===== config.mk =====
export PLATFORM = sky130hd
export DESIGN_NAME = ntt_pair_commutator
export DESIGN_NICKNAME = d
export VERILOG_FILES = /design/src/rtl/ntt_pair_commutator.sv
export SDC_FILE = /design/constraint.sdc
export NUM_CORES = 1
export LEC_CHECK = 0
export CORE_ASPECT_RATIO = 1.1
export CORE_MARGIN = 5
export CORE_UTILIZATION = 35
export DETAILED_ROUTE_END_ITERATION = 12
export DONT_BUFFER_PORTS = 1
export GPL_TIMING_DRIVEN = 0
export PLACE_DENSITY = 0.59
export SLEW_MARGIN = 20
export SYNTH_ARGS = -nofsm -noshare
export SYNTH_HDL_FRONTEND = slang
export SYNTH_SLANG_ARGS = --single-unit
export TNS_END_PERCENT = 50

===== constraint.sdc =====
create_clock -name clk_i -period 11.23 [get_ports clk_i]
set_clock_uncertainty 0.2 [all_clocks]
set_input_delay 1.123 -clock clk_i [delete_from_list [all_inputs] [get_ports clk_i]]
set_output_delay 1.123 -clock clk_i [all_outputs]
set_load 0.02 [all_outputs]

===== src/rtl/ntt_pair_commutator.sv =====
// ---------------------------------------------------------------------------
// ntt_pair_commutator
//
// Radix-2 pairing stage placed in front of the 64-bit Goldilocks add/sub
// butterfly. Elements arrive serially, one per accepted cycle. The first
// STRIDE elements of every 2*STRIDE-element block are parked in a small
// buffer. Each element of the second half is then presented together with
// its partner from the first half as an (x, y) pair. Pairs come out in k
// order 0..STRIDE-1. Element values pass through bit-exact; no reduction is
// applied.
//
// Ports:
//   clk_i          clock, rising edge
//   rst_i          synchronous reset, active-high, overrides ce_i
//   ce_i           global clock enable; low freezes all state and outputs
//   in_valid_i     in_data_i carries an element (sampled when ce_i=1)
//   in_data_i      64-bit element, any value
//   x_o            lower pair element (index k)
//   y_o            upper pair element (index k+STRIDE)
//   nop_o          1 when x_o/y_o are not a valid pair (feeds butterfly nop_i)
//   pair_idx_o     k of the current pair, for twiddle addressing
//   block_start_o  1 together with the k=0 pair of each block
//   busy_o         1 while a block is partially received
// ---------------------------------------------------------------------------
module ntt_pair_commutator #(
  parameter int STRIDE     = 8,
  parameter int LOG_STRIDE = $clog2(STRIDE)
) (
  input  logic                  clk_i,
  input  logic                  rst_i,
  input  logic                  ce_i,
  input  logic                  in_valid_i,
  input  logic [63:0]           in_data_i,
  output logic [63:0]           x_o,
  output logic [63:0]           y_o,
  output logic                  nop_o,
  output logic [LOG_STRIDE-1:0] pair_idx_o,
  output logic                  block_start_o,
  output logic                  busy_o
);

  localparam logic [LOG_STRIDE:0]   CNT_ZERO  = {(LOG_STRIDE+1){1'b0}};
  localparam logic [LOG_STRIDE:0]   CNT_ONE   = {{LOG_STRIDE{1'b0}}, 1'b1};
  localparam logic [LOG_STRIDE-1:0] ADDR_ZERO = {LOG_STRIDE{1'b0}};

  // Accepted-element counter. Its width is exactly log2(2*STRIDE), so the
  // natural binary wrap gives the modulo-2*STRIDE behaviour with no idle slot.
  logic [LOG_STRIDE:0]   cnt_q, cnt_d;
  logic                  phase_s;
  logic [LOG_STRIDE-1:0] addr_s;
  logic                  accept_s;
  logic                  mem_we_s;

  // First-half buffer: no reset, every location is written in phase 0
  // before phase 1 reads it.
  logic [63:0] mem_q [STRIDE];

  logic [63:0]           x_q, x_d;
  logic [63:0]           y_q, y_d;
  logic                  nop_q, nop_d;
  logic [LOG_STRIDE-1:0] pair_idx_q, pair_idx_d;
  logic                  block_start_q, block_start_d;

  assign phase_s  = cnt_q[LOG_STRIDE];
  assign addr_s   = cnt_q[LOG_STRIDE-1:0];
  assign accept_s = ce_i & in_valid_i;
  // Phase 0 only writes and phase 1 only reads, so the single port never
  // sees a read/write collision.
  assign mem_we_s = accept_s & ~phase_s;

  // Next-state logic for the counter and the registered pair outputs.
  always_comb begin
    cnt_d         = cnt_q;
    x_d           = x_q;
    y_d           = y_q;
    nop_d         = nop_q;
    pair_idx_d    = pair_idx_q;
    block_start_d = block_start_q;
    if (ce_i) begin
      if (in_valid_i) begin
        cnt_d = cnt_q + CNT_ONE;
        if (phase_s) begin
          x_d           = mem_q[addr_s];
          y_d           = in_data_i;
          nop_d         = 1'b0;
          pair_idx_d    = addr_s;
          block_start_d = (addr_s == ADDR_ZERO);
        end else begin
          // Filling the buffer: no pair yet; pair_idx_o keeps its last k.
          x_d           = 64'd0;
          y_d           = 64'd0;
          nop_d         = 1'b1;
          block_start_d = 1'b0;
        end
      end else begin
        // Input gap: emit a bubble but keep the block position and k.
        x_d           = 64'd0;
        y_d           = 64'd0;
        nop_d         = 1'b1;
        block_start_d = 1'b0;
      end
    end else begin
      // Stalled: everything holds (defaults already hold).
      cnt_d = cnt_q;
    end
  end

  // Counter and output registers with synchronous reset that wins over ce_i.
  always_ff @(posedge clk_i) begin
    if (rst_i) begin
      cnt_q         <= CNT_ZERO;
      x_q           <= 64'd0;
      y_q           <= 64'd0;
      nop_q         <= 1'b1;
      pair_idx_q    <= ADDR_ZERO;
      block_start_q <= 1'b0;
    end else begin
      cnt_q         <= cnt_d;
      x_q           <= x_d;
      y_q           <= y_d;
      nop_q         <= nop_d;
      pair_idx_q    <= pair_idx_d;
      block_start_q <= block_start_d;
    end
  end

  // First-half buffer write port (asynchronous read above).
  always_ff @(posedge clk_i) begin
    if (mem_we_s) begin
      mem_q[addr_s] <= in_data_i;
    end
  end

  assign x_o           = x_q;
  assign y_o           = y_q;
  assign nop_o         = nop_q;
  assign pair_idx_o    = pair_idx_q;
  assign block_start_o = block_start_q;
  assign busy_o        = (cnt_q != CNT_ZERO);

endmodule


# After elaboration in Yosys (flattened, before gate mapping)

Memories as Yosys holds them, arrays and structs flattened. A register that Yosys moved wholly into a read port is not among the register bits.
Index checks and enable logic that the tools add are counted.

Bits in registers: 137
Memory bits (writable): 512
Input bits: 68
Output and inout bits: 134
Logic and storage cells: 27
Memories kept: 1

Add/sub/neg operators: 1
Mux-type cells: 12
Bitwise operators: 3
Reductions and logical operators: 4

Memories:

| memory | words | bits a word | read ports | clocked after memory_dff | write ports | RTL line | RTL |
|---|---|---|---|---|---|---|---|
| mem_q  | 8     | 64          | 1          | 1                        | 1           | 56       | `logic [63:0] mem_q [STRIDE];` |

Operators by type and width:

| operator              | number |
|---|---|
| $mux W64              | 4 |
| $mux W1               | 6 |
| $mux W3               | 2 |
| $add A4 B1 Y4 const B | 1 |
| $reduce_bool A4 Y1    | 1 |
| $logic_not A3 Y1      | 1 |
| $reduce_and A3 Y1     | 1 |
| $and A1 B1 Y1         | 2 |
| $reduce_and A2 Y1     | 1 |
| $not A1 Y1            | 1 |

# Logic depth before layout (Yosys ltp)

Gate-level depths: netlist of run 1.

Depth in word-level cells: 4
Depth in mapped cells: 7
Gate-level depth less buffers: 4

# Least setup slack after synthesis of run 1

Ideal clock, no wire load.

Kind: input to register
From: input ce_i
To: memory mem_q[5][0], enable pin
Setup time: 0.644 ns
Arrival: 7.658 ns
Required time: 10.386 ns
Slack: 2.727 ns
Stages on the path: 4
Buffers on the path: 2
Path through: buf_2 buf_2 nand2_1 nor4_1

Word-level cells in the longest chain between the ends: 4

Ends and longest elaborated chain:

| element                       | RTL line | RTL |
|---|---|---|
| start, declared               | 31       | `input logic ce_i,` |
| $and A1 B1 Y1                 | 66       | `assign accept_s = ce_i & in_valid_i;` |
| $and A1 B1 Y1                 | 69       | `assign mem_we_s = accept_s & ~phase_s;` |
| $mux W1                       | 129      | `if (mem_we_s) begin` |
| $mux W1 (implied by the code) | 130      | `mem_q[addr_s] <= in_data_i;` |
| end, declared                 | 56       |  |

No other way between the ends.

# Worst setup path after layout of run 1

From: input ce_i
To: memory mem_q[5][39], enable pin

Same word-level chain as after synthesis.

==> impl_metrics.json, run 1 <==
{
  "grt_use_met3_pct": 3.62,
  "drt_first_iter_violations": 856,
  "pin_count": 202,
  "clock_latency_of_the_later_clocked_register_in_the_worst_skew_pair_ps": 590,
  "synth_sequential_area_ratio_pct": 74.7,
  "cts_buffers": 69,
  "max-cap-violations": 0,
  "worst-path-buf-inv": 8,
  "tns_ps": 0,
  "syn_to_final_growth_pct": 16.4,
  "timing.final.max_slew_violations": 0,
  "drtAntennaViolNets": 0,
  "dieHeight_um": 287,
  "syn_inst": 1437,
  "critPathArrivalTime_ps": 4080,
  "antenna_violations_before_repair": 1,
  "finalSetupViolations": 0,
  "synth.lib_cells_used.distinct": 27,
  "tritoncts": "done",
  "cp-startpoint": "ce_i",
  "dpl.hpwl_um": 40500,
  "layout.nets": 1622,
  "synthesis.yosys.warnings": 0,
  "postSynthNetCount": 1507,
  "dominantRegCellSynth": "sky130_fd_sc_hd__edfxtp_1",
  "synth.cells.most_frequent": "sky130_fd_sc_hd__edfxtp_1, sky130_fd_sc_hd__dfxtp_1, sky130_fd_sc_hd__a21oi_1",
  "core.rowCount": 101,
  "synth_top_area_cell": "sky130_fd_sc_hd__edfxtp_1",
  "num_antenna_cells": 0,
  "route.detailed.vias_per_inst": 5.08,
  "post-synth-top-count-cell": "sky130_fd_sc_hd__edfxtp_1",
  "dpl_worst_slack_ps": 6500,
  "timing.max_slew.rel_slack_pct": 37.0,
  "grt-ovfl-total": 0,
  "cts-root-buf": "sky130_fd_sc_hd__clkbuf_16",
  "critPathMaxStageDelay_ps": 680,
  "grt.met2_usage_pct": 27.6,
  "path_cells": "buf_2 -> buf_2 -> nand2_1 -> nor4_2 -> buf_4 -> buf_2 -> buf_4 -> buf_2 -> buf_4 -> buf_4",
  "timing.final.hold_violations": 0,
  "critical-path-top-delay-family": "buffers and inverters",
  "htree_levels": 3,
  "drc": 0,
  "clkSlewWorstSetupHoldPaths_ps": 60,
  "fmax_mhz": 250,
  "timing.critical_path.to_type": "flop",
  "placed_cell_area_um2": 26000,
  "rsz0062_at_grt": "false",
  "met1_use_gr_pct": 20.9,
  "asyncSetResetFlopFracSynth_pct": 0,
  "hold_start": "x_o[62]",
  "critPathMaxFanout": 10,
  "final_critical_path_setup_slack_ps": 7240,
  "postcts_setup_bufs": 0,
  "finalCriticalPeriod_ps": 3990,
  "grt_pass1_vias": 13400,
  "core_region_area_um2": 69000,
  "syn-cell-area_um2": 24300,
  "postSynthRegisterBits": 652,
  "postCtsResizedCells": 0,
  "detailroute.via_count": 12900,
  "die-area_um2": 74900,
  "power.density_nw_per_um2": 178,
  "worst-setup-path-type": "in2reg",
  "ctsLongestPathBuffers": 3,
  "synth_area_leaders": "sky130_fd_sc_hd__edfxtp_1, sky130_fd_sc_hd__dfxtp_1, sky130_fd_sc_hd__mux4_2",
  "outcome": "finished clean",
  "fillers": 6243,
  "final_cell_area_um2": 28300,
  "timing.critical_path.slowest_stage_cell": "sky130_fd_sc_hd__nor4_2",
  "post-synth-top-area-fraction_pct": 63.2,
  "synth_enable_flop_cells": 512,
  "critPathLaunchType": "input pin",
  "placement.io_buffers": 0,
  "required_ps": 11320,
  "wl_um": 61700,
  "utilization_pct": 41.1,
  "gp_routability_congestion": 0.723,
  "cts_num_sinks": 652,
  "power_leakage_nw": 8.76,
  "globalRoute.busiestLayer": "met2",
  "post_cts_hold_buffer_count": 0,
  "die_w_um": 261,
  "max-vdd-ir-drop_v": 0.0000850,
  "syn_area_per_cell_um2": 16.9,
  "hold_class": "reg2reg",
  "timing.final.crit_share_pct": 35.6,
  "grt.total_usage_pct": 16.2,
  "timing_worst_slew_pin_value_ps": 945,
  "first_pass_iters": 5,
  "initial_core_utilization_pct": 35.3,
  "drive_above_1_share_pct": 15.7,
  "grt_max_degree": 38,
  "first_pass_grt_wire_length_um": 90000,
  "post_drt_wl_per_cell_um": 24.3,
  "reg2reg_from": "cnt_q[2]",
  "hold-worst-slack_ps": 374
}
==> metal layers <==
| layer | part of all wire, % | routed length, um |
|---|---|---|
| met5 | 0 | 0 |
| met1 | 41 | 25600 |
| met4 | 2.4 | 1470 |
| met2 | 50 | 31100 |
| met3 | 5.7 | 3540 |
==> registers in the layout, indices dropped and copies added, names as in the netlist, named ones only <==
signal         flops
nop_o              1
block_start_o      1
x_o               64
mem_q            512
cnt_q              4
y_o               64
pair_idx_o         3
==> report_power, final <==
group,internal [mW],switching (mW)
logic,0.0596,0.0860
clock network,1.36,0.907
registers,2.62,0.00428
total,4.03,0.997
==> layout by cell type, fill, tap and decap left out, types with 2 or more instances in the layout <==
cell and count:
sky130_fd_sc_hd__buf_2 21, sky130_fd_sc_hd__o211ai_1 64, sky130_fd_sc_hd__dfxtp_1 140, sky130_fd_sc_hd__clkinv_1 7
sky130_fd_sc_hd__buf_16 7, sky130_fd_sc_hd__a21oi_1 135, sky130_fd_sc_hd__nor2_4 2, sky130_fd_sc_hd__mux4_2 64
sky130_fd_sc_hd__xor2_1 2, sky130_fd_sc_hd__edfxtp_1 512, sky130_fd_sc_hd__clkinv_2 11, sky130_fd_sc_hd__clkbuf_16 75
sky130_fd_sc_hd__a22oi_1 64, sky130_fd_sc_hd__clkbuf_1 71, sky130_fd_sc_hd__nand2_1 11, sky130_fd_sc_hd__buf_6 12
sky130_fd_sc_hd__nand3_1 5, sky130_fd_sc_hd__inv_1 2, sky130_fd_sc_hd__ha_1 2, sky130_fd_sc_hd__and3_1 2
sky130_fd_sc_hd__and3_4 3, sky130_fd_sc_hd__nand2b_1 66, sky130_fd_sc_hd__clkinvlp_4 2, sky130_fd_sc_hd__clkbuf_8 7
sky130_fd_sc_hd__nor2b_1 65, sky130_fd_sc_hd__buf_4 27, sky130_fd_sc_hd__mux2i_1 128, sky130_fd_sc_hd__buf_1 6
sky130_fd_sc_hd__buf_12 3, sky130_fd_sc_hd__buf_8 7, sky130_fd_sc_hd__bufinv_16 4, sky130_fd_sc_hd__clkinv_4 2
sky130_fd_sc_hd__nor2_1 69, sky130_fd_sc_hd__nor3_2 2
==> final timing paths <==
path                  end  slack, ps  cells past startpoint
max          mem_q[5][39]       7240                     10
min               x_o[62]        370                      2
max reg2reg  mem_q[5][39]       8150                      8
min reg2reg       x_o[62]        370                      2
==> worst reg2reg max path, stage by stage, from the launching register on <==
cell                       delay, ps
sky130_fd_sc_hd__dfxtp_1         490
sky130_fd_sc_hd__nand2b_1        210
sky130_fd_sc_hd__nor4_2          610
sky130_fd_sc_hd__buf_4           290
sky130_fd_sc_hd__buf_2           240
sky130_fd_sc_hd__buf_4           190
sky130_fd_sc_hd__buf_2           200
sky130_fd_sc_hd__buf_4           200
sky130_fd_sc_hd__buf_4           170
==> final cells by class <==
type | count | area, um2 | area share [%]
buffer | 95 | 528 | 1.86
clock inverter | 27 | 243 | 0.857
tap | 927 | 1160 | 4.09
timing repair buffer | 44 | 507 | 1.79
clock buffer | 98 | 2030 | 7.18
multi-input combinational | 688 | 5670 | 20.0
inverter | 2 | 7.51 | 0.0265
sequential | 652 | 18200 | 64.2
==> cell families after synthesis <==
| kind of cell | count (synthesis) | share of synthesized area [%] |
|---|---|---|
| AO/OA/AOI/OAI | 264 | 6.76 |
| XOR/XNOR | 2 | 0.0720 |
| adder cells (fa/ha/maj) | 2 | 0.103 |
| buffers and inverters | 97 | 2.20 |
| flip-flops | 652 | 74.7 |
| multiplexers | 192 | 11.2 |
| AND/OR/NAND/NOR | 228 | 4.99 |
==> per-stage QoR <==
stage               cells  power (mW)
finish               2533        5.03
global route         2533        5.20
detailed placement   2408        2.83
floorplan            1437        2.78
CTS                  2533        5.09
global placement     2364        2.82
Power figures use the tool's default switching activity.
==> inputs of run 2 (changes only) <==
--- a/config.mk
+++ b/config.mk
@@ -11,7 +11,7 @@
 export DETAILED_ROUTE_END_ITERATION = 12
 export DONT_BUFFER_PORTS = 1
 export GPL_TIMING_DRIVEN = 0
-export PLACE_DENSITY = 0.59
+export PLACE_DENSITY = 0.61
 export SLEW_MARGIN = 20
 export SYNTH_ARGS = -nofsm -noshare
 export SYNTH_HDL_FRONTEND = slang
==> constraint.sdc (replaced) <==
create_clock -name clk_i -period 3.3 [get_ports clk_i]
set_clock_uncertainty 0.2 [all_clocks]
set_input_delay 0.33 -clock clk_i [delete_from_list [all_inputs] [get_ports clk_i]]
set_output_delay 0.33 -clock clk_i [all_outputs]
set_load 0.02 [all_outputs]
==> impl_metrics.json, run 2 (synthesis gave the netlist of run 1 again) <==
{
  "grt_max_degree": 26,
  "comb_power_share_pct": 3.8,
  "core_region_area_um2": 69000,
  "internal_power_mw": 14.1,
  "initial_core_utilization_pct": 35.3,
  "hold_end": "y_o[63]",
  "finalCriticalPeriod_ps": 2670,
  "route.detailed.vias_per_inst": 5.07,
  "critPathArrivalTime_ps": 2780,
  "hold-worst-slack_ps": 54.9,
  "syn_to_final_growth_pct": 20.2,
  "dpl.hpwl_um": 41000,
  "largest_register_by_flop_count": "mem_q",
  "power_leakage_nw": 9.07,
  "critPathMaxFanout": 9,
  "max-cap-violations": 0,
  "power.net_switching_mw": 3.61,
  "layout.nets": 1678,
  "postcts_setup_bufs": 0,
  "path_cells": "nand2b_1 -> nor4_4 -> buf_6 -> buf_4 -> buf_8",
  "flip_flop_count_of_the_largest_register_after_layout": 512,
  "htree_levels": 3,
  "first_pass_iters": 7,
  "required_ps": 3410,
  "finalSetupViolations": 0,
  "post_drt_wl_per_cell_um": 24.4,
  "clockPowerShare_pct": 45.7,
  "die-area_um2": 74900,
  "clkSlewWorstSetupHoldPaths_ps": 60,
  "hold_class": "in2reg",
  "worst_flop_to_flop_path_endpoint": "mem_q[5][16]",
  "grt.total_usage_pct": 16.7,
  "placedCellCount": 2398,
  "wl_um": 63300,
  "critPathMaxStageDelay_ps": 700,
  "rsz0062_at_grt": "false",
  "timing.critical_path.to_type": "flop",
  "cts_num_sinks": 652,
  "detailroute.via_count": 13200,
  "critPathLaunchType": "flop",
  "dieHeight_um": 287,
  "first_pass_grt_wire_length_um": 92400,
  "pin_count": 202,
  "antenna_violations_before_repair": 6,
  "hold_start": "rst_i",
  "drive_above_1_share_pct": 14.9,
  "worst-setup-path-type": "reg2reg",
  "max-vdd-ir-drop_v": 0.000331,
  "worstHoldPathCells": 2,
  "drt_first_iter_violations": 1000,
  "ctsLongestPathBuffers": 3,
  "grt-ovfl-total": 0,
  "timing.max_slew.rel_slack_pct": 36.8,
  "power.density_nw_per_um2": 604,
  "timing.final.max_slew_violations": 0,
  "r2r_cells": 5,
  "power.total_mw": 17.7,
  "gp_routability_congestion": 0.720,
  "timing_worst_slew_pin_value_ps": 948,
  "core.rowCount": 101,
  "outcome": "finished clean",
  "most_common_library_cell_in_the_layout_ignoring_fill_and_taps": "sky130_fd_sc_hd__edfxtp_1",
  "cts-root-buf": "sky130_fd_sc_hd__clkbuf_16",
  "drc": 0,
  "reg2reg_from": "cnt_q[2]",
  "placement.io_buffers": 0,
  "fmax_mhz": 375,
  "utilization_pct": 42.4,
  "grt_pass1_vias": 13700,
  "p_sw_share_pct": 20.4,
  "power.sequential.fraction_pct": 50.5,
  "clock_latency_of_the_later_clocked_register_in_the_worst_skew_pair_ps": 600,
  "layout.cells.most_common_list": "sky130_fd_sc_hd__edfxtp_1, sky130_fd_sc_hd__dfxtp_1, sky130_fd_sc_hd__a21oi_1",
  "die_w_um": 261,
  "tritoncts": "done",
  "timing.critical_path.slowest_stage_cell": "sky130_fd_sc_hd__nor4_4",
  "timing.final.hold_violations": 0,
  "cts_buffers": 70,
  "r2r_setup_slack_ps": 630,
  "final_cells": 2598,
  "drtAntennaViolNets": 0,
  "timing.final.crit_share_pct": 80.9
}
-- run 2: per-layer routing --
| layer | GRT usage, % | up-vias | wire, um |
|---|---|---|---|
| li1 | - | 5946 | - |
| met1 | 21.1 | 6764 | 25800 |
| met2 | 28.2 | 365 | 31700 |
| met3 | 3.75 | 89 | 3920 |
| met4 | 6.10 | 4 | 1860 |
| met5 | 0 | - | 27 |
-- run 2: worst max-delay path by stage --
stage,from,endpoint,slack (ps),cells after the start
floorplan,cnt_q[1],mem_q[7][0],-890,3
global placement,cnt_q[1],mem_q[7][33],-3870,3
detailed placement,ce_i,mem_q[4][30],60,7
CTS,cnt_q[1],mem_q[7][28],620,6
global route,cnt_q[1],mem_q[7][26],530,6
finish,cnt_q[2],mem_q[5][16],630,5
-- run 2: layout make-up --
| type | count | area (um2) |
|---|---|---|
| inverter | 2 | 7.51 |
| clock inverter | 33 | 403 |
| sequential | 652 | 18200 |
| fill | 6184 | 39700 |
| clock buffer | 97 | 1990 |
| multi-input combinational | 688 | 5700 |
| tap | 927 | 1160 |
| timing repair buffer | 99 | 1260 |
| antenna | 5 | 12.5 |
| buffer | 95 | 544 |
-- run 2: power by group through the flow --
stage               Clock [mW]  Combinational [mW]  Sequential (mW)
finish                    8.07               0.668             8.93
global route              8.62               0.719             8.93
CTS                       8.27               0.682             8.93
detailed placement           0               0.522             9.10
global placement             0               0.501             9.11
floorplan                    0               0.357             9.10
-- run 2: what timing repair did --
action                    CTS  global route
hold buffers               65             0
hold endpoints to repair  596             0
resized for setup           0             0
-- run 2: through the flow --
step,TNS (ps),setup WS (ps),instance area [um2]
6_report,0,631,29200
5_1_grt,0,528,29200
4_1_cts,0,619,29200
3_5_place_dp,0,61.6,26200
3_3_place_gp,-1041400,-3870,25600
2_1_floorplan,-63010,-886,24400
-- run 2: critical path: cells and delay by family, from the launching register on --
family | cells | cell delay [ps]
buf+inv | 3 | 670
flops | 1 | 520
simple gates | 2 | 980
==> inputs of run 3 (changes only) <==
--- a/config.mk
+++ b/config.mk
@@ -11,7 +11,7 @@
 export DETAILED_ROUTE_END_ITERATION = 12
 export DONT_BUFFER_PORTS = 1
 export GPL_TIMING_DRIVEN = 0
-export PLACE_DENSITY = 0.61
+export PLACE_DENSITY = 0.59
 export SLEW_MARGIN = 20
 export SYNTH_ARGS = -nofsm -noshare
 export SYNTH_HDL_FRONTEND = slang
==> constraint.sdc (replaced) <==
create_clock -name clk_i -period 2.55 [get_ports clk_i]
set_clock_uncertainty 0.2 [all_clocks]
set_input_delay 0.255 -clock clk_i [delete_from_list [all_inputs] [get_ports clk_i]]
set_output_delay 0.255 -clock clk_i [all_outputs]
set_load 0.02 [all_outputs]
==> impl_metrics.json, run 3 (synthesis gave the netlist of run 1 again) <==
{
  "wl_um": 63600,
  "cts_buffers": 70,
  "power.net_switching_mw": 4.71,
  "timing.final.crit_share_pct": 96.9,
  "gp_routability_congestion": 0.737,
  "ctsLongestPathBuffers": 3,
  "layout.cells.most_common_list": "sky130_fd_sc_hd__edfxtp_1, sky130_fd_sc_hd__dfxtp_1, sky130_fd_sc_hd__a21oi_1",
  "timing.final.max_slew_violations": 0,
  "tns_ps": 0,
  "critPathMaxFanout": 10,
  "tritoncts": "done",
  "grt.total_usage_pct": 16.7,
  "syn_to_final_growth_pct": 19.3,
  "max-cap-violations": 0,
  "grt-ovfl-total": 0,
  "drtAntennaViolNets": 0,
  "flip_flop_count_of_the_largest_register_after_layout": 512,
  "first_pass_iters": 5,
  "worst-setup-path-type": "reg2reg",
  "cts_num_sinks": 652,
  "grt_pass1_vias": 13700,
  "antenna_violations_before_repair": 8,
  "finalSetupViolations": 0,
  "clockPowerShare_pct": 44.1,
  "seqCellArea_um2": 18200,
  "power.density_nw_per_um2": 765,
  "timing.max_slew.rel_slack_pct": 40.4,
  "die-area_um2": 74900,
  "p_sw_share_pct": 21.2,
  "layout.nets": 1677,
  "hold-worst-slack_ps": 35.9,
  "dpl.hpwl_um": 40500,
  "route.detailed.vias_per_inst": 5.04,
  "timing_worst_slew_pin_value_ps": 894,
  "cts-root-buf": "sky130_fd_sc_hd__clkbuf_16",
  "timing.final.hold_violations": 0,
  "drt_first_iter_violations": 918,
  "internal_power_mw": 17.5,
  "power_leakage_nw": 8.99,
  "power.sequential.fraction_pct": 52.0,
  "critPathMostFrequentCell": "sky130_fd_sc_hd__buf_2",
  "fillers": 6206,
  "post_drt_wl_per_cell_um": 24.5,
  "critPathLaunchType": "flop",
  "comb_power_share_pct": 3.9,
  "timing.critical_path.slowest_stage_cell": "sky130_fd_sc_hd__dfxtp_1",
  "placement.io_buffers": 0,
  "initial_core_utilization_pct": 35.3,
  "core_region_area_um2": 69000,
  "max-vdd-ir-drop_v": 0.000518,
  "hold_class": "in2reg",
  "fmax_mhz": 405,
  "multiInputGateArea_um2": 5710,
  "first_pass_grt_wire_length_um": 92800,
  "dieHeight_um": 287,
  "htree_levels": 3,
  "outcome": "finished clean",
  "clkSlewWorstSetupHoldPaths_ps": 60,
  "drive_above_1_share_pct": 15.0,
  "drc": 0,
  "critPathMaxStageDelay_ps": 560,
  "path_cells": "and3_1 -> buf_2 -> buf_4 -> buf_2 -> o211ai_1 -> a21oi_1",
  "largest_register_by_flop_count": "mem_q",
  "grt_max_degree": 37,
  "critPathArrivalTime_ps": 2800,
  "finalCriticalPeriod_ps": 2470,
  "rsz0062_at_grt": "false",
  "detailroute.via_count": 13100,
  "die_w_um": 261,
  "required_ps": 2880,
  "most_common_library_cell_in_the_layout_ignoring_fill_and_taps": "sky130_fd_sc_hd__edfxtp_1",
  "pin_count": 202,
  "clock_latency_of_the_later_clocked_register_in_the_worst_skew_pair_ps": 600,
  "timing.critical_path.to_type": "flop",
  "core.rowCount": 101
}
## run 3: cell count changes in the layout (fill, tap and decap cells not counted), moves of 2 or more
cell	before	now
sky130_fd_sc_hd__inv_4	3	1
sky130_fd_sc_hd__clkinv_8	1	6
sky130_fd_sc_hd__clkinv_1	4	8
sky130_fd_sc_hd__clkbuf_2	1	4
sky130_fd_sc_hd__clkbuf_16	74	71
sky130_fd_sc_hd__clkbuf_1	73	65
sky130_fd_sc_hd__bufinv_16	8	3
sky130_fd_sc_hd__buf_4	8	13
sky130_fd_sc_hd__inv_6	6	3
sky130_fd_sc_hd__clkinv_2	9	17
sky130_fd_sc_hd__buf_16	8	4
sky130_fd_sc_hd__clkinvlp_4	2	0
## run 3: path summary, 6_finish.rpt
kind                            startpoint             to  slack (ps)  depth (start not counted)
worst max register to register    cnt_q[3]        x_o[10]          80                          6
worst min register to register    cnt_q[0]  pair_idx_o[0]         340                          2
worst max-delay path              cnt_q[3]        x_o[10]          80                          6
worst min-delay path                 rst_i        x_o[14]          40                          2
## run 3: through the flow
stage / total power [mW] / cell area (um2) / utilization, % / cells / setup slack (ps)
after floorplan: 12.2 / 24400 / - / 1437 / -774
after global placement: 12.4 / 25600 / 37.1 / 2364 / -3360
after detailed placement: 12.5 / 26100 / 37.8 / 2395 / -438
after CTS: 22.5 / 29000 / 42.0 / 2590 / 41.1
after global routing: 23.0 / 29000 / 42.1 / 2594 / 8.07
final: 22.2 / 29000 / 42.1 / 2596 / 80.1
## run 3: timing repair
| action | in CTS | in global routing |
|---|---|---|
| buffers inserted | 2 | 0 |
| setup endpoints to repair | 26 | 2 |
| gates resized for setup | 2 | 2 |
| pin swaps | 1 | 0 |
| hold buffers | 66 | 0 |
| gates cloned | 0 | 0 |
| hold endpoints to repair | 608 | 0 |
## run 3: metal layers
layer  up-vias  track usage (%)  share of wire, %
met5         -                0             0.041
met4         4             4.55               2.0
met3        86             3.57               5.2
met2       328             28.7                51
met1      6741             21.6                42
li1       5930                -                 -
## run 3: layout make-up
cell class,instances,share of cell area (%)
sequential,652,62.6
timing repair buffer,99,4.04
multi-input combinational,688,19.7
inverter,2,0.0259
antenna,6,0.0517
clock buffer,90,6.54
clock inverter,38,1.16
tap,927,4.00
buffer,94,1.88
## run 3: critical path, delay by kind of cell, from the launching register on
family	cells	cell delay (ps)
AOI/OAI and AO/OA	2	430
and+or+nand+nor	1	210
buffers and inverters	3	960
DFF	1	560
## run 3: power groups by stage
stage / sequential [mW] / clock [mW] / combinational [mW]
floorplan: 11.8 / 0 / 0.462
global placement: 11.8 / 0 / 0.653
detailed placement: 11.8 / 0 / 0.672
CTS: 11.6 / 10.0 / 0.883
global route: 11.6 / 10.5 / 0.927
finish: 11.6 / 9.79 / 0.861
